===== src/rtl/hazard_ctrl_if.sv =====
// Hazard controller port bundle: ID/EX/MEM hazard inputs in, pipeline enables,
// flush controls and debug counters out.
interface hazard_ctrl_if #(
  parameter int unsigned CNT_W = 32
);
  logic [4:0]       id_rs;
  logic [4:0]       id_rt;
  logic             id_uses_rs;
  logic             id_uses_rt;
  logic             ex_memread;
  logic [4:0]       ex_rt;
  logic             mem_branch_taken;
  logic             mem_wait;

  logic             pc_write;
  logic             ifid_write;
  logic             ifid_flush;
  logic             idex_write;
  logic             idex_bubble;
  logic             exmem_write;
  logic             exmem_flush;
  logic             pc_sel_branch;
  logic [1:0]       state;
  logic [CNT_W-1:0] stall_cnt;
  logic [CNT_W-1:0] flush_cnt;
  logic [CNT_W-1:0] wait_cnt;
  logic             wd_timeout;

  // Pipeline side: supplies hazard inputs, consumes controls.
  modport master (
    output id_rs, id_rt, id_uses_rs, id_uses_rt, ex_memread, ex_rt,
           mem_branch_taken, mem_wait,
    input  pc_write, ifid_write, ifid_flush, idex_write, idex_bubble,
           exmem_write, exmem_flush, pc_sel_branch, state,
           stall_cnt, flush_cnt, wait_cnt, wd_timeout
  );

  // Controller side.
  modport slave (
    input  id_rs, id_rt, id_uses_rs, id_uses_rt, ex_memread, ex_rt,
           mem_branch_taken, mem_wait,
    output pc_write, ifid_write, ifid_flush, idex_write, idex_bubble,
           exmem_write, exmem_flush, pc_sel_branch, state,
           stall_cnt, flush_cnt, wait_cnt, wd_timeout
  );
endinterface


===== src/rtl/hazard_ctrl.sv =====
// Pipeline hazard controller for the 5-stage MIPS core: combinational stall,
// flush and wait controls plus registered action state, counters and watchdog.
module hazard_ctrl #(
  parameter int unsigned CNT_W    = 32,
  parameter int unsigned WD_LIMIT = 255
) (
  input  logic         clk,
  input  logic         rst,
  hazard_ctrl_if.slave hz
);

  localparam int unsigned WD_BITS = $clog2(WD_LIMIT + 1);
  localparam int unsigned WD_W    = (WD_BITS > 8) ? WD_BITS : 8;
  localparam logic [WD_W-1:0] WD_LIM = WD_W'(WD_LIMIT);

  localparam logic [1:0] ST_RUN   = 2'd0;
  localparam logic [1:0] ST_STALL = 2'd1;
  localparam logic [1:0] ST_FLUSH = 2'd2;
  localparam logic [1:0] ST_WAIT  = 2'd3;

  logic             lu;
  logic [1:0]       act;
  logic             pc_write, ifid_write, ifid_flush, idex_write;
  logic             idex_bubble, exmem_write, exmem_flush, pc_sel_branch;
  logic [1:0]       state_q;
  logic [CNT_W-1:0] stall_q, flush_q, wait_q;
  logic [WD_W-1:0]  wd_run_q, wd_run_nxt;
  logic             wd_timeout_q;

  // Action selection: WAIT > FLUSH > STALL > RUN; reset forces RUN.
  always_comb begin
    lu  = 1'b0;
    act = ST_RUN;
    lu  = hz.ex_memread && (hz.ex_rt != 5'd0) &&
          ((hz.id_uses_rs && (hz.id_rs == hz.ex_rt)) ||
           (hz.id_uses_rt && (hz.id_rt == hz.ex_rt)));
    if (!rst) begin
      if (hz.mem_wait)              act = ST_WAIT;
      else if (hz.mem_branch_taken) act = ST_FLUSH;
      else if (lu)                  act = ST_STALL;
    end
  end

  // Control outputs decoded from the action of this cycle.
  always_comb begin
    pc_write      = 1'b1;
    ifid_write    = 1'b1;
    ifid_flush    = 1'b0;
    idex_write    = 1'b1;
    idex_bubble   = 1'b0;
    exmem_write   = 1'b1;
    exmem_flush   = 1'b0;
    pc_sel_branch = 1'b0;
    case (act)
      ST_STALL: begin
        pc_write    = 1'b0;
        ifid_write  = 1'b0;
        idex_bubble = 1'b1;
      end
      ST_FLUSH: begin
        pc_sel_branch = 1'b1;
        ifid_flush    = 1'b1;
        idex_bubble   = 1'b1;
        exmem_flush   = 1'b1;
      end
      ST_WAIT: begin
        pc_write    = 1'b0;
        ifid_write  = 1'b0;
        idex_write  = 1'b0;
        exmem_write = 1'b0;
      end
      default: ;
    endcase
  end

  // Consecutive-WAIT run length, saturating at the watchdog limit.
  always_comb begin
    wd_run_nxt = '0;
    if (act == ST_WAIT) begin
      wd_run_nxt = (wd_run_q >= WD_LIM) ? wd_run_q : wd_run_q + WD_W'(1);
    end
  end

  always_ff @(posedge clk) begin
    if (rst) begin
      state_q      <= ST_RUN;
      stall_q      <= '0;
      flush_q      <= '0;
      wait_q       <= '0;
      wd_run_q     <= '0;
      wd_timeout_q <= 1'b0;
    end else begin
      state_q  <= act;
      wd_run_q <= wd_run_nxt;
      if (act == ST_STALL && stall_q != '1) stall_q <= stall_q + CNT_W'(1);
      if (act == ST_FLUSH && flush_q != '1) flush_q <= flush_q + CNT_W'(1);
      if (act == ST_WAIT  && wait_q  != '1) wait_q  <= wait_q  + CNT_W'(1);
      if (act == ST_WAIT && wd_run_nxt >= WD_LIM) wd_timeout_q <= 1'b1;
    end
  end

  assign hz.pc_write      = pc_write;
  assign hz.ifid_write    = ifid_write;
  assign hz.ifid_flush    = ifid_flush;
  assign hz.idex_write    = idex_write;
  assign hz.idex_bubble   = idex_bubble;
  assign hz.exmem_write   = exmem_write;
  assign hz.exmem_flush   = exmem_flush;
  assign hz.pc_sel_branch = pc_sel_branch;
  assign hz.state         = state_q;
  assign hz.stall_cnt     = stall_q;
  assign hz.flush_cnt     = flush_q;
  assign hz.wait_cnt      = wait_q;
  assign hz.wd_timeout    = wd_timeout_q;

endmodule


===== src/flat_wrapper.sv =====
// flat-port wrapper written by rule: the top's interface ports become plain ports
module hazard_ctrl_flat 
#(
  parameter int unsigned CNT_W    = 32,
  parameter int unsigned WD_LIMIT = 255
)
  (clk, rst, hz_id_rs, hz_id_rt, hz_id_uses_rs, hz_id_uses_rt, hz_ex_memread, hz_ex_rt, hz_mem_branch_taken, hz_mem_wait, hz_pc_write, hz_ifid_write, hz_ifid_flush, hz_idex_write, hz_idex_bubble, hz_exmem_write, hz_exmem_flush, hz_pc_sel_branch, hz_state, hz_stall_cnt, hz_flush_cnt, hz_wait_cnt, hz_wd_timeout);
  hazard_ctrl_if #(.CNT_W(CNT_W)) hz_i ();
  input  logic clk;
  input  logic rst;
  input wire logic [$bits(hz_i.id_rs)-1:0] hz_id_rs;
  input wire logic [$bits(hz_i.id_rt)-1:0] hz_id_rt;
  input wire logic [$bits(hz_i.id_uses_rs)-1:0] hz_id_uses_rs;
  input wire logic [$bits(hz_i.id_uses_rt)-1:0] hz_id_uses_rt;
  input wire logic [$bits(hz_i.ex_memread)-1:0] hz_ex_memread;
  input wire logic [$bits(hz_i.ex_rt)-1:0] hz_ex_rt;
  input wire logic [$bits(hz_i.mem_branch_taken)-1:0] hz_mem_branch_taken;
  input wire logic [$bits(hz_i.mem_wait)-1:0] hz_mem_wait;
  output wire logic [$bits(hz_i.pc_write)-1:0] hz_pc_write;
  output wire logic [$bits(hz_i.ifid_write)-1:0] hz_ifid_write;
  output wire logic [$bits(hz_i.ifid_flush)-1:0] hz_ifid_flush;
  output wire logic [$bits(hz_i.idex_write)-1:0] hz_idex_write;
  output wire logic [$bits(hz_i.idex_bubble)-1:0] hz_idex_bubble;
  output wire logic [$bits(hz_i.exmem_write)-1:0] hz_exmem_write;
  output wire logic [$bits(hz_i.exmem_flush)-1:0] hz_exmem_flush;
  output wire logic [$bits(hz_i.pc_sel_branch)-1:0] hz_pc_sel_branch;
  output wire logic [$bits(hz_i.state)-1:0] hz_state;
  output wire logic [$bits(hz_i.stall_cnt)-1:0] hz_stall_cnt;
  output wire logic [$bits(hz_i.flush_cnt)-1:0] hz_flush_cnt;
  output wire logic [$bits(hz_i.wait_cnt)-1:0] hz_wait_cnt;
  output wire logic [$bits(hz_i.wd_timeout)-1:0] hz_wd_timeout;
  assign hz_i.id_rs = hz_id_rs;
  assign hz_i.id_rt = hz_id_rt;
  assign hz_i.id_uses_rs = hz_id_uses_rs;
  assign hz_i.id_uses_rt = hz_id_uses_rt;
  assign hz_i.ex_memread = hz_ex_memread;
  assign hz_i.ex_rt = hz_ex_rt;
  assign hz_i.mem_branch_taken = hz_mem_branch_taken;
  assign hz_i.mem_wait = hz_mem_wait;
  assign hz_pc_write = hz_i.pc_write;
  assign hz_ifid_write = hz_i.ifid_write;
  assign hz_ifid_flush = hz_i.ifid_flush;
  assign hz_idex_write = hz_i.idex_write;
  assign hz_idex_bubble = hz_i.idex_bubble;
  assign hz_exmem_write = hz_i.exmem_write;
  assign hz_exmem_flush = hz_i.exmem_flush;
  assign hz_pc_sel_branch = hz_i.pc_sel_branch;
  assign hz_state = hz_i.state;
  assign hz_stall_cnt = hz_i.stall_cnt;
  assign hz_flush_cnt = hz_i.flush_cnt;
  assign hz_wait_cnt = hz_i.wait_cnt;
  assign hz_wd_timeout = hz_i.wd_timeout;
  hazard_ctrl #(.CNT_W(CNT_W), .WD_LIMIT(WD_LIMIT)) u_core (.clk(clk), .rst(rst), .hz(hz_i));
endmodule

===== config.mk =====
export PLATFORM = sky130hd
export DESIGN_NAME = hazard_ctrl_flat
export DESIGN_NICKNAME = d
export VERILOG_FILES = /design/src/rtl/hazard_ctrl_if.sv /design/src/rtl/hazard_ctrl.sv /design/src/flat_wrapper.sv
export SDC_FILE = /design/constraint.sdc
export NUM_CORES = 1
export LEC_CHECK = 0
export ABC_AREA = 1
export CAP_MARGIN = 20
export CORE_UTILIZATION = 45
export CTS_BUF_LIST = sky130_fd_sc_hd__clkbuf_8
export CTS_CLUSTER_SIZE = 20
export DETAILED_ROUTE_END_ITERATION = 8
export GPL_TIMING_DRIVEN = 0
export PLACE_DENSITY_LB_ADDON = 0.05
export SYNTH_ARGS = -nofsm -noshare
export SYNTH_HDL_FRONTEND = slang
export SYNTH_SLANG_ARGS = --single-unit

===== constraint.sdc =====
create_clock -name clk -period 2.5 [get_ports clk]
set_input_delay 0.5 -clock clk [delete_from_list [all_inputs] [get_ports clk]]
set_output_delay 0.5 -clock clk [all_outputs]
set_load 0.01 [all_outputs]

==> results of run 1 <==
## placed cells by master, fill, tap and decap left out, drive strengths merged
master,n
clkinv,1
a21o,1
o21ai,29
o21a,1
o21bai,3
nor2,236
nand4,12
clkinvlp,2
xor2,29
a21oi,76
clkdlybuf4s15,6
nor3b,7
ha,7
dlygate4sd2,5
nand3,34
nand2,449
nand3b,27
nor3,7
clkdlybuf4s50,102
buf,33
xnor2,6
inv,78
dfxtp,107
clkbuf,28
bufinv,1
## synthesized netlist by cell type (all sizes together)
cell    instances  share of area, %
nand3          34               2.5
dfxtp         107                31
buf            19               2.4
nand2         449                25
nor2          236                14
o21bai          3              0.33
o21a            1              0.11
a21o            1              0.11
nor3b           7              0.77
nand3b         27               3.0
o21ai          29               2.1
a21oi          76               5.6
nor3            7              0.51
xnor2           6              0.77
nand4          12               1.1
ha              7               1.3
xor2           29               3.7
inv            76               4.2
clkbuf         13              0.72
## worst register-to-register path, stage by stage, from the launching register on
cell	delay [ns]
dfxtp_1	0.46
ha_1	0.23
nand2_1	0.10
nor2_2	0.22
nand2_2	0.15
nor2_4	0.17
nand2_2	0.09
nand2_4	0.11
inv_2	0.08
buf_6	0.15
nand2_1	0.06
a21oi_1	0.05
## power groups by stage
stage | registers [uW] | clock network, uW | logic [uW]
2_1_floorplan | 1760 | 0 | 137
3_3_place_gp | 1760 | 0 | 260
3_5_place_dp | 1760 | 0 | 261
4_1_cts | 1720 | 1140 | 258
5_1_grt | 1720 | 1210 | 285
6_report | 1720 | 1110 | 257
## how the worst min path moves through the flow
| stage | start | end | slack, ns | cells after the start |
|---|---|---|---|---|
| 5_1_grt | u_core.hz.wd_timeout | u_core.hz.wd_timeout | 0.50 | 2 |
| 6_report | u_core.hz.wd_timeout | u_core.hz.wd_timeout | 0.46 | 2 |
| 2_1_floorplan | u_core.hz.wd_timeout | u_core.hz.wd_timeout | 0.47 | 2 |
| 3_5_place_dp | u_core.hz.wd_timeout | u_core.hz.wd_timeout | 0.44 | 2 |
| 4_1_cts | u_core.hz.wd_timeout | u_core.hz.wd_timeout | 0.46 | 2 |
| 3_3_place_gp | u_core.hz.wd_timeout | u_core.hz.wd_timeout | 0.44 | 2 |
## cells by family (layout without fill, tap and decap cells)
group	count (synthesis)	count (layout)	synth area share, %
DFF	107	107	31.4
xor gates and xnor gates	35	35	4.49
adders and majority gates	7	7	1.28
AOI/OAI and AO/OA	110	110	8.26
and+or+nand+nor	772	772	47.2
buffers and inverters	108	256	7.34
## registers in the layout (all words and copies together), names as in the netlist
signal	flops
u_core.wd_run_q	8
u_core.hz.flush_cnt	32
u_core.hz.state	2
u_core.hz.wd_timeout	1
u_core.hz.wait_cnt	32
u_core.hz.stall_cnt	32
## what timing repair did
action	CTS	global route
cloned	0	0
buffers inserted	4	3
pin swaps	10	17
setup endpoints to repair	11	7
resized for setup	65	28
## area by class of cell
type / count / area share (%)
plain buffers: 30 / 2.46
clock buffers: 10 / 1.61
clock inverters: 6 / 0.674
inverters: 76 / 3.34
multi-input cells: 924 / 49.4
flip-flops and latches: 107 / 25.1
well taps: 184 / 2.70
repair buffers: 134 / 14.7
## per-stage QoR
stage | setup slack [ns] | setup TNS [ns] | std cells | util [%] | cell area (um2)
global route | -0.00102 | -0.00102 | 1471 | 58.3 | 8540
detailed placement | -1.09 | -35.19 | 1450 | 56.8 | 8320
floorplan | 0.0987 | 0 | 1139 | - | 6820
finish | 0.0710 | 0 | 1471 | 58.3 | 8540
CTS | -0.0719 | -0.0719 | 1469 | 58.4 | 8550
global placement | -1.08 | -34.32 | 1450 | 56.8 | 8320
## metal layers
| layer | routed length [um] | share of wire (%) |
|---|---|---|
| met1 | 9490 | 48 |
| met2 | 9060 | 45 |
| met3 | 1050 | 5.3 |
| met4 | 320 | 1.6 |
| met5 | 0 | 0 |
==> summary.md, run 1 <==
| Metric | Value |
|---|---|
| Wire per inst | `13.5 um` |
| Clk root buf | `clkbuf_8` |
| Antenna violations before repair | `0` |
| Sw Share | `25.6%` |
| Sequential Power Share | `55.8%` |
| DRT Pass-1 Iters | `7` |
| Fillers | `around 1500` |
| Hold_buf cts | `0` |
| Port bufs | `127` |
| Sequential fraction of the synthesis area | `31.4%` |
| CTS tree | `built` |
| Routed Antenna Nets | `0` |
| Core Box Area | `0.0146 mm2` |
| Leak Pwr | `0.00297 uW` |
| Area of the multi-input gates | `0.00422 mm2` |
| Starting density of the core | `a little under half` |
| Final net count | `1311` |
| Slowest library cell on the worst path | `clkdlybuf4s50_1` |
| Sequential cell area | `approximately 0.0021 mm2` |
| Max-slew headroom | `56.6%` |
| Critical Path RT | `2.00 ns` |
| WP data arrival | `slightly below 2 ns` |
| Crit start category | `input pin` |
| RePlAce Congestion | `0.911` |
| GR Util met2 | `42.4%` |
| Final HPWL DP | `around 15 mm` |
| Die area | `0.0157 mm2` |
| CTS Buffer Depth | `2` |
| Levels on crit path | `10` |
| Global route overflow | `0` |
| Synth cell types | `28` |
| Part of the power in the clock network | `a little over a third` |
| Worst R2R Path Depth | `11` |
| Max Fclk | `412 MHz` |
| Slew Limit Fails | `0` |
| Met3 Use GR | `approximately 3.0%` |
| Largest net degree at the start of global routing | `17` |
| Top delay family on crit path | `buffers and inverters` |
| Fin crit share | `a little over nine tenths` |
| Tmin final | `2.43 ns` |
| Violated checks | `design-rule violations` |
| Via count | `roughly 7400` |
| DRC errors left | `14` |
| Synthesis Warnings | `0` |
| Clock latency on the worst-skew pair | `a little under 0.4 ns` |
| Critical path class | `in2out` |
| Power consumption | `3090 uW` |
| Most Crowded Layer GR | `met2` |
| Drt total wl | `about 20 mm` |
| Share of layout cells above drive strength 1 | `7.54%` |
| Internal Pwr Total | `around 2300 uW` |
| P_sw | `790 uW` |
| First-pass GRT wire length | `32.7 mm` |
| Worst VDD drop | `~0.00023 V` |
| Least-Margin Pin Slew | `0.652 ns` |
| Hold Crit Class | `reg2reg` |
| Crit path capture | `hz_pc_sel_branch` |
| Routed vias/inst | `5.06` |
| Met1 Use GR | `a little over a third` |
| Tot GR Track Use | `between 20% and 30%` |
| Synthesized area | `between 0.006 and 0.007 mm2` |
| Die W | `approximately 130 um` |
| Vias in the first global route | `6700` |
| Cell count after synthesis | `around 1100` |
| Core Rows | `44` |
| P&R area growth vs syn | `25.2%` |
| Seq cells post-synth | `107` |
| Max Cap Violations | `0` |
| P per Cell Area | `361 mW/mm2` |
| Htree depth | `3` |
| Endpoints failing setup | `0` |
| Skew final | `0.00973 ns` |
| RR Startpoint | `u_core.hz.wait_cnt[0]` |
| Boundary pin count | `129` |
| R2R Path End | `u_core.hz.wait_cnt[16]` |
| Final hold slack | `0.457 ns` |
| Status | `finished with violations` |
| FF-to-FF setup slack | `0.49 ns` |
| Synth Net Count | `1168` |
| Initial drt markers | `612` |
| Hold violation count in the final report | `0` |
| CP Buf/Inv Count | `5` |
| Comb power frac | `8.3%` |
| Max stage delay on crit path | `0.41 ns` |
| Mean Syn Cell Area | `5.99 um2` |
| Die height | `125 um` |
| Ant diodes | `0` |
| Setup crit start | `hz_mem_branch_taken` |
| Number of clock sinks | `107` |
| Critical Path Sink Type | `output pin` |
| Total CTS buffers | `9` |
| Crit Path Max Fanout | `4` |
| Crit-path cells | `clkdlybuf4s50_1 > inv_2 > nand3_1 > a21o_1 > buf_6 > nand2_4 > nand2_2 > ha_4 > buf_4 > buf_2` |
| Reg clk slew, reported paths | `0.11 ns` |
No activity file was read; power rests on OpenSTA's default activity.
==> inputs of run 2 (changes only) <==
- ABC_AREA: 1 -> unset
==> run 2 against run 1 <==
Net effect:
- critical path depth rose by 5
- via count decreased by 15%
- the run ends with negative setup slack left
- total power is 5.9% higher
- non-clock buffer count grew 60
==> summary.md, run 2 <==
| Metric | Value |
|---|---|
| Cell count after synthesis | `671 (was 1139)` |
| Final Cell Area | `0.00883 mm2 (was 0.00854 mm2)` |
| Final hold slack | `0.488 ns (was 0.457 ns)` |
| Top delay family on crit path | `compound AO/OA/AOI/OAI gates (was buffers and inverters)` |
| Slew Limit Fails | `0 (unchanged)` |
| Crit start category | `input pin (unchanged)` |
| CP Buf/Inv Count | `6 (was 5)` |
| Critical Path RT | `2.77 ns (was 2.00 ns)` |
| Most used DFF post-synth | `dfxtp_1 (unchanged)` |
| Number of clock sinks | `107 (unchanged)` |
| Hold_buf cts | `0 (unchanged)` |
| CTS tree | `built (unchanged)` |
| DRT Pass-1 Iters | `8 (was 7)` |
| Largest net degree at the start of global routing | `17 (unchanged)` |
| CTS Buffer Depth | `2 (unchanged)` |
| Routed vias/inst | `6.12 (was 5.06)` |
| Max Fclk | `331 MHz (was 412 MHz)` |
| First-pass GRT wire length | `28.6 mm (was 32.7 mm)` |
| Hold violation count in the final report | `0 (unchanged)` |
| RR Startpoint | `u_core.hz.wait_cnt[21] (was u_core.hz.wait_cnt[0])` |
| Total CTS buffers | `9 (unchanged)` |
| Synth Net Count | `700 (was 1168)` |
| Placement Setup Slack | `-1.77 ns (was -1.09 ns)` |
| Clk root buf | `clkbuf_8 (unchanged)` |
| Most frequent CP cell | `buf_6` |
| FF-to-FF setup slack | `-0.10 ns (was 0.49 ns)` |
| Critical path class | `in2reg (was in2out)` |
| Final cell count without fillers | `1027 (was 1471)` |
| Most common cell after layout, fill and taps aside | `dfxtp_1 (was nand2_1)` |
| Worst VDD drop | `0.000437 V (was 0.000228 V)` |
| Synthesized area | `0.00556 mm2 (was 0.00682 mm2)` |
| Tmin final | `3.02 ns (was 2.43 ns)` |
| Hold_sp | `u_core.hz.wd_timeout (unchanged)` |
| Share of layout cells above drive strength 1 | `28.0% (was 7.54%)` |
| Htree depth | `3 (unchanged)` |
| Antenna violations before repair | `0 (unchanged)` |
| Max Cap Violations | `0 (unchanged)` |
| Share of the synthesized area in the top cell type | `38.5% (was 31.4%)` |
| Hold endpoint | `u_core.hz.wd_timeout (unchanged)` |
| Endpoints failing setup | `100 (was 0)` |
| P per Cell Area | `370 mW/mm2 (was 361 mW/mm2)` |
| Dominant cell by count in the synthesized netlist | `dfxtp_1 (was nand2_1)` |
| Max stage delay on crit path | `0.50 ns (was 0.41 ns)` |
| Synthesis Warnings | `0 (unchanged)` |
| Clock latency on the worst-skew pair | `0.40 ns (was 0.39 ns)` |
| Core Rows | `40 (was 44)` |
| RePlAce Congestion | `0.866 (was 0.911)` |
| Placed cell areas | `0.00721 mm2 (was 0.00832 mm2)` |
| Top cells by area, synth | `dfxtp_1 (39%), a21oi_1 (5.9%), xnor2_1 (4.4%), or4_1 (4.0%), o31ai_1 (3.8%) (was dfxtp_1 (31%), nand2_1 (24%), nor2_1 (12%), a21oi_1 (5.6%), inv_1 (4.0%))` |
| Initial drt markers | `449 (was 612)` |
| Least-Margin Pin Slew | `1.01 ns (was 0.652 ns)` |
| Die W | `113 um (was 125 um)` |
| Unrepaired setup endpoints after global routing | `yes` |
| Fin Setup TNS | `-29.17 ns (was 0 ns)` |
| Worst setup margin | `-0.524 ns (was 0.0710 ns)` |
| Via count | `6289 (was 7442)` |
| Max-slew headroom | `32.3% (was 56.6%)` |
| Drt total wl | `18.7 mm (was 19.9 mm)` |
| Skew final | `0.00568 ns (was 0.00973 ns)` |
| Fraction of registers with async set/reset | `0% (unchanged)` |
| Hold Crit Class | `reg2reg (unchanged)` |
| Vias in the first global route | `5857 (was 6700)` |
| DRC errors left | `0 (was 14)` |
| Crit Path Max Fanout | `5 (was 4)` |
| Ant diodes | `0 (unchanged)` |
| Worst R2R Path Depth | `7 (was 11)` |
| Synth cell types | `53 (was 28)` |
| Violated checks | `negative setup slack (was design-rule violations)` |
| Critical Path Sink Type | `register (was output pin)` |
| Final net count | `904 (was 1311)` |
| WP data arrival | `3.30 ns (was 1.93 ns)` |
| Leak Pwr | `0.00283 uW (was 0.00297 uW)` |
| Routed Antenna Nets | `0 (unchanged)` |
| Wire per inst | `18.2 um (was 13.5 um)` |
| Reg clk slew, reported paths | `0.10 ns (was 0.11 ns)` |
| Most frequent cells in the layout | `dfxtp_1 (107), clkdlybuf4s50_1 (104), nor2_1 (54), buf_6 (46), a21oi_1 (44) (was nand2_1 (435), nor2_1 (222), dfxtp_1 (107), clkdlybuf4s50_1 (102), a21oi_1 (74))` |
| R2R Path End | `u_core.hz.wait_cnt[4] (was u_core.hz.wait_cnt[16])` |
| P&R area growth vs syn | `58.8% (was 25.2%)` |
| Area leader, netlist | `dfxtp_1 (unchanged)` |
| Core Box Area | `0.0120 mm2 (was 0.0146 mm2)` |
| Hold Path Cell Cnt | `2 (unchanged)` |
| Crit-path cells | `buf_6 > xor2_1 > nor4_1 > nand3_1 > a2111o_1 > a21oi_4 > ha_4 > clkinvlp_4 > buf_6 > buf_6 > a31o_4 > buf_6 > buf_6 > o41ai_4 > a21oi_1 (was clkdlybuf4s50_1 > inv_2 > nand3_1 > a21o_1 > buf_6 > nand2_4 > nand2_2 > ha_4 > buf_4 > buf_2)` |
| Tot GR Track Use | `28.1% (was 25.8%)` |
| Slowest library cell on the worst path | `a2111o_1 (was clkdlybuf4s50_1)` |
| Global route overflow | `0 (unchanged)` |
| Fin crit share | `121% (was 97.2%)` |
| Sequential fraction of the synthesis area | `38.5% (was 31.4%)` |
| Boundary pin count | `129 (unchanged)` |
| Final HPWL DP | `11.6 mm (was 15.3 mm)` |
| Starting density of the core | `46.3% (was 46.6%)` |
| Synth cell count leaders | `dfxtp_1 (107), a21oi_1 (66), nor2_1 (55) (was nand2_1 (438), nor2_1 (223), dfxtp_1 (107))` |
| Status | `finished with violations (unchanged)` |
| Die height | `113 um (was 125 um)` |
| Die area | `0.0128 mm2 (was 0.0157 mm2)` |
| Post-synth EDFFs | `0 (unchanged)` |
| Placed cells | `947 (was 1450)` |
| Port bufs | `128 (was 127)` |
| Seq cells post-synth | `107 (unchanged)` |
| Mean Syn Cell Area | `8.29 um2 (was 5.99 um2)` |
-- run 2: layout make-up --
type                       count  area [um2]
buffer                        29         205
clock inverter                 5        76.3
clock buffer                  11         151
multi-input combinational    518        4090
timing repair buffer         195        1920
fill                         873        3180
tap                          147         184
sequential                   107        2140
inverter                      15        62.6
-- run 2: logic make-up after synthesis --
| logic type | Yosys count | share of synthesized area, % |
|---|---|---|
| XOR/XNOR | 45 | 7.09 |
| buffers and inverters | 47 | 3.60 |
| AND/OR/NAND/NOR | 302 | 30.9 |
| multiplexers | 6 | 1.17 |
| flip-flops | 107 | 38.5 |
| adder cells (fa/ha/maj) | 7 | 1.57 |
| AO/OA/AOI/OAI | 157 | 17.1 |
-- run 2: what timing repair did --
action	4_1_cts	5_1_grt
setup endpoints to repair	113	105
pin swaps	83	47
gates cloned	5	0
setup buffers	37	26
resized for setup	208	86
-- run 2: worst max path at each step --
stage                start                      end  slack, ns  cells past startpoint
2_1_floorplan  hz_ex_rt[2]  u_core.hz.stall_cnt[28]      -0.57                     11
3_3_place_gp           rst            hz_idex_write      -1.73                      9
3_5_place_dp           rst            hz_idex_write      -1.77                      9
4_1_cts        hz_id_rs[0]            hz_idex_write      -0.55                     11
5_1_grt        hz_id_rt[0]   u_core.hz.wait_cnt[31]      -0.63                     15
6_report       hz_id_rt[0]   u_core.hz.wait_cnt[31]      -0.52                     15
-- run 2: per-layer routing --
| metal | vias up | GRT usage (%) | share of wire (%) |
|---|---|---|---|
| met4 | 0 | 11.0 | 3.0 |
| li1 | 2942 | - | - |
| met1 | 3020 | 33.9 | 40 |
| met3 | 50 | 7.12 | 6.2 |
| met2 | 277 | 47.8 | 51 |
| met5 | - | 0 | 0 |
-- run 2: stage by stage --
stage	util (%)	total power (uW)
6_report	73.5	3270
5_1_grt	73.5	3380
4_1_cts	69.1	3240
3_5_place_dp	60.0	1960
3_3_place_gp	59.9	1960
2_1_floorplan	-	1860
-- run 2: report_power, final --
| group | switching, uW | leakage (uW) | internal [uW] |
|---|---|---|---|
| Combinational | 147 | 0.00185 | 161 |
| Clock | 625 | 0.000117 | 614 |
| Sequential | 9.58 | 0.000863 | 1710 |
-- run 2: worst reg2reg max path: cells and delay by family (launching register included) --
| family | cells | cell delay (ns) |
|---|---|---|
| AND/OR/NAND/NOR | 2 | 1.26 |
| AO/OA/AOI/OAI | 3 | 0.56 |
| flip-flops | 1 | 0.43 |
| buffers and inverters | 2 | 0.28 |
==> inputs of run 3 (changes only) <==
- CAP_MARGIN: 20 -> 10
==> run 3 against run 2 <==
Net effect:
- the flow still finishes with violations (negative setup slack)
- clock power barely moved
- core utilization up 0.073 points
- design area is essentially flat
- maximum frequency down 0.68%
- clock skew up 0.0013 ns
- critical path depth did not move
- sequential power about the same
- clock-buffer cell count is the same
- combinational power hardly changed
- worst setup slack worse by 0.021 ns
- total power grew 0.14%
- non-clock buffer count unchanged
- largest power group unchanged
==> summary.md, run 3 (synthesized netlist as in run 2, its figures left out) <==
| Metric | Value |
|---|---|
| Status | `finished with violations (unchanged)` |
| Violated checks | `negative setup slack (unchanged)` |
| Setup crit start | `hz_id_rt[0] (unchanged)` |
| Routed vias/inst | `6.16 (was 6.12)` |
| Most frequent cells in the layout | `dfxtp_1 (107), clkdlybuf4s50_1 (104), nor2_1 (54), buf_6 (46), a21oi_1 (44) (unchanged)` |
| Max Cap Violations | `0 (unchanged)` |
| Initial drt markers | `513 (was 449)` |
| R2R Path End | `u_core.hz.wait_cnt[4] (unchanged)` |
| Worst R2R Path Depth | `7 (unchanged)` |
| First-pass GRT wire length | `28.6 mm (unchanged)` |
| Skew final | `0.00695 ns (was 0.00568 ns)` |
| DRC errors left | `0 (unchanged)` |
| Worst VDD drop | `0.000436 V (was 0.000437 V)` |
| Fin Setup TNS | `-29.08 ns (was -29.17 ns)` |
| P&R area growth vs syn | `58.9% (was 58.8%)` |
| Power consumption | `3270 uW (about the same)` |
| Hold Crit Class | `reg2reg (unchanged)` |
| Critical Path RT | `2.77 ns (about the same)` |
| RR Startpoint | `u_core.hz.wait_cnt[20] (was u_core.hz.wait_cnt[21])` |
| Hold_sp | `u_core.hz.wd_timeout (unchanged)` |
| Placed cells | `947 (unchanged)` |
| Number of clock sinks | `107 (unchanged)` |
| P_sw | `786 uW (was 782 uW)` |
| Crit start category | `input pin (unchanged)` |
| CTS tree | `built (unchanged)` |
| Placed cell areas | `0.00721 mm2 (unchanged)` |
| Final Cell Area | `0.00884 mm2 (was 0.00883 mm2)` |
| Hold Path Cell Cnt | `2 (unchanged)` |
| Unrepaired setup endpoints after global routing | `yes (unchanged)` |
| Final net count | `904 (unchanged)` |
| Port bufs | `128 (unchanged)` |
| Drt total wl | `18.8 mm (was 18.7 mm)` |
| Final Core Density | `73.6% (was 73.5%)` |
| RePlAce Congestion | `0.866 (unchanged)` |
| Antenna violations before repair | `0 (unchanged)` |
| Hold endpoint | `u_core.hz.wd_timeout (unchanged)` |
| Endpoints failing setup | `100 (unchanged)` |
| Tot GR Track Use | `28.1% (unchanged)` |
| Reg clk slew, reported paths | `0.10 ns (about the same)` |
| Crit Path Max Fanout | `5 (unchanged)` |
| Vias in the first global route | `5857 (unchanged)` |
| Boundary pin count | `129 (unchanged)` |
| Critical Path Sink Type | `register (unchanged)` |
| Wire per inst | `18.3 um (was 18.2 um)` |
| Share of layout cells above drive strength 1 | `28.0% (unchanged)` |
| Critical path class | `in2reg (unchanged)` |
| Total CTS buffers | `9 (unchanged)` |
| Starting density of the core | `46.3% (unchanged)` |
| Ant diodes | `0 (unchanged)` |
| Core Rows | `40 (unchanged)` |
| Fin crit share | `122% (was 121%)` |
| WP data arrival | `3.32 ns (was 3.30 ns)` |
| Worst setup margin | `-0.544 ns (was -0.524 ns)` |
| FF-to-FF setup slack | `-0.12 ns (was -0.10 ns)` |
| Die height | `113 um (unchanged)` |
| Largest net degree at the start of global routing | `17 (unchanged)` |
| Least-Margin Pin Slew | `1.02 ns (was 1.01 ns)` |
| Final HPWL DP | `11.6 mm (unchanged)` |
| Max-slew headroom | `31.5% (was 32.3%)` |
| Via count | `6327 (was 6289)` |
| Clock latency on the worst-skew pair | `0.41 ns (was 0.40 ns)` |
| Slew Limit Fails | `0 (unchanged)` |
| Core Box Area | `0.0120 mm2 (unchanged)` |
| Most common cell after layout, fill and taps aside | `dfxtp_1 (unchanged)` |
| Global route overflow | `0 (unchanged)` |
| Hold violation count in the final report | `0 (unchanged)` |
| CTS Buffer Depth | `2 (unchanged)` |
| Die W | `113 um (unchanged)` |
| Sw Share | `24.0% (was 23.9%)` |
| Clk root buf | `clkbuf_8 (unchanged)` |
| Leak Pwr | `0.00285 uW (was 0.00283 uW)` |
| Die area | `0.0128 mm2 (unchanged)` |
| Max Fclk | `328 MHz (was 331 MHz)` |
| P per Cell Area | `370 mW/mm2 (about the same)` |
| Routed Antenna Nets | `0 (unchanged)` |
| Internal Pwr Total | `2490 uW (about the same)` |
| Final cell count without fillers | `1027 (unchanged)` |
| Comb power frac | `9.4% (about the same)` |
| DRT Pass-1 Iters | `8 (unchanged)` |
| Part of the power in the clock network | `38.0% (was 37.9%)` |
| Tmin final | `3.04 ns (was 3.02 ns)` |
| Sequential Power Share | `52.6% (was 52.7%)` |
| Htree depth | `3 (unchanged)` |
[run 3: cell types whose count changed in the layout (fill, tap and decap cells not counted), sizes merged]
cell / delta
buf: +1
clkbuf: -1
[run 3: layer usage]
layer  wire (um)  vias to the layer above  share of wire [%]  global-route usage (%)
li1            -                     2949                  -                       -
met1        7480                     3046                 40                    33.9
met2        9450                      274                 50                    47.8
met3        1240                       58                6.6                    7.12
met4         603                        0                3.2                    11.0
met5           0                        -                  0                       0
[run 3: critical path: stages]
cell and delay, ns:
buf_6 0.09, xor2_1 0.15, nor4_1 0.28, nand3_1 0.12, a2111o_1 0.50, a21oi_4 0.20
ha_4 0.20, clkinvlp_4 0.10, buf_6 0.12, buf_6 0.12, a31o_4 0.23, buf_6 0.14
buf_6 0.11, o41ai_4 0.33, a21oi_1 0.10
[run 3: through the flow]
stage	hold WS [ns]	worst slack, ns
6_report	0.488	-0.544
5_1_grt	0.517	-0.654
4_1_cts	0.496	-0.547
3_5_place_dp	0.481	-1.77
3_3_place_gp	0.464	-1.73
2_1_floorplan	0.490	-0.573
[run 3: worst max-delay path by stage]
| stage | cells after the start | end | slack, ns |
|---|---|---|---|
| after floorplan | 11 | u_core.hz.stall_cnt[28] | -0.57 |
| after global placement | 9 | hz_idex_write | -1.73 |
| after detailed placement | 9 | hz_idex_write | -1.77 |
| after CTS | 11 | hz_idex_write | -0.55 |
| after global routing | 15 | u_core.hz.wait_cnt[31] | -0.65 |
| final | 15 | u_core.hz.wait_cnt[31] | -0.54 |
[run 3: power by group through the flow]
| stage | Sequential (uW) | Clock (uW) | Combinational, uW |
|---|---|---|---|
| 3_3_place_gp | 1760 | 0 | 199 |
| 2_1_floorplan | 1760 | 0 | 95.6 |
| 3_5_place_dp | 1760 | 0 | 203 |
| 6_report | 1720 | 1240 | 308 |
| 5_1_grt | 1720 | 1330 | 325 |
| 4_1_cts | 1720 | 1250 | 269 |
[run 3: layout make-up]
cell class	count	area [um2]
multi-input cells	518	4100
fillers	867	3170
flip-flops and latches	107	2140
repair buffers	195	1920
plain buffers	29	205
well taps	147	184
clock buffers	11	151
clock inverters	5	76.3
inverters	15	62.6
[run 3: timing repair]
action,CTS,global route
hold buffers,0,0
resized for setup,208,87
setup buffers,37,27
pin swaps,83,47
gates cloned,5,0
endpoints found under the setup margin,113,105
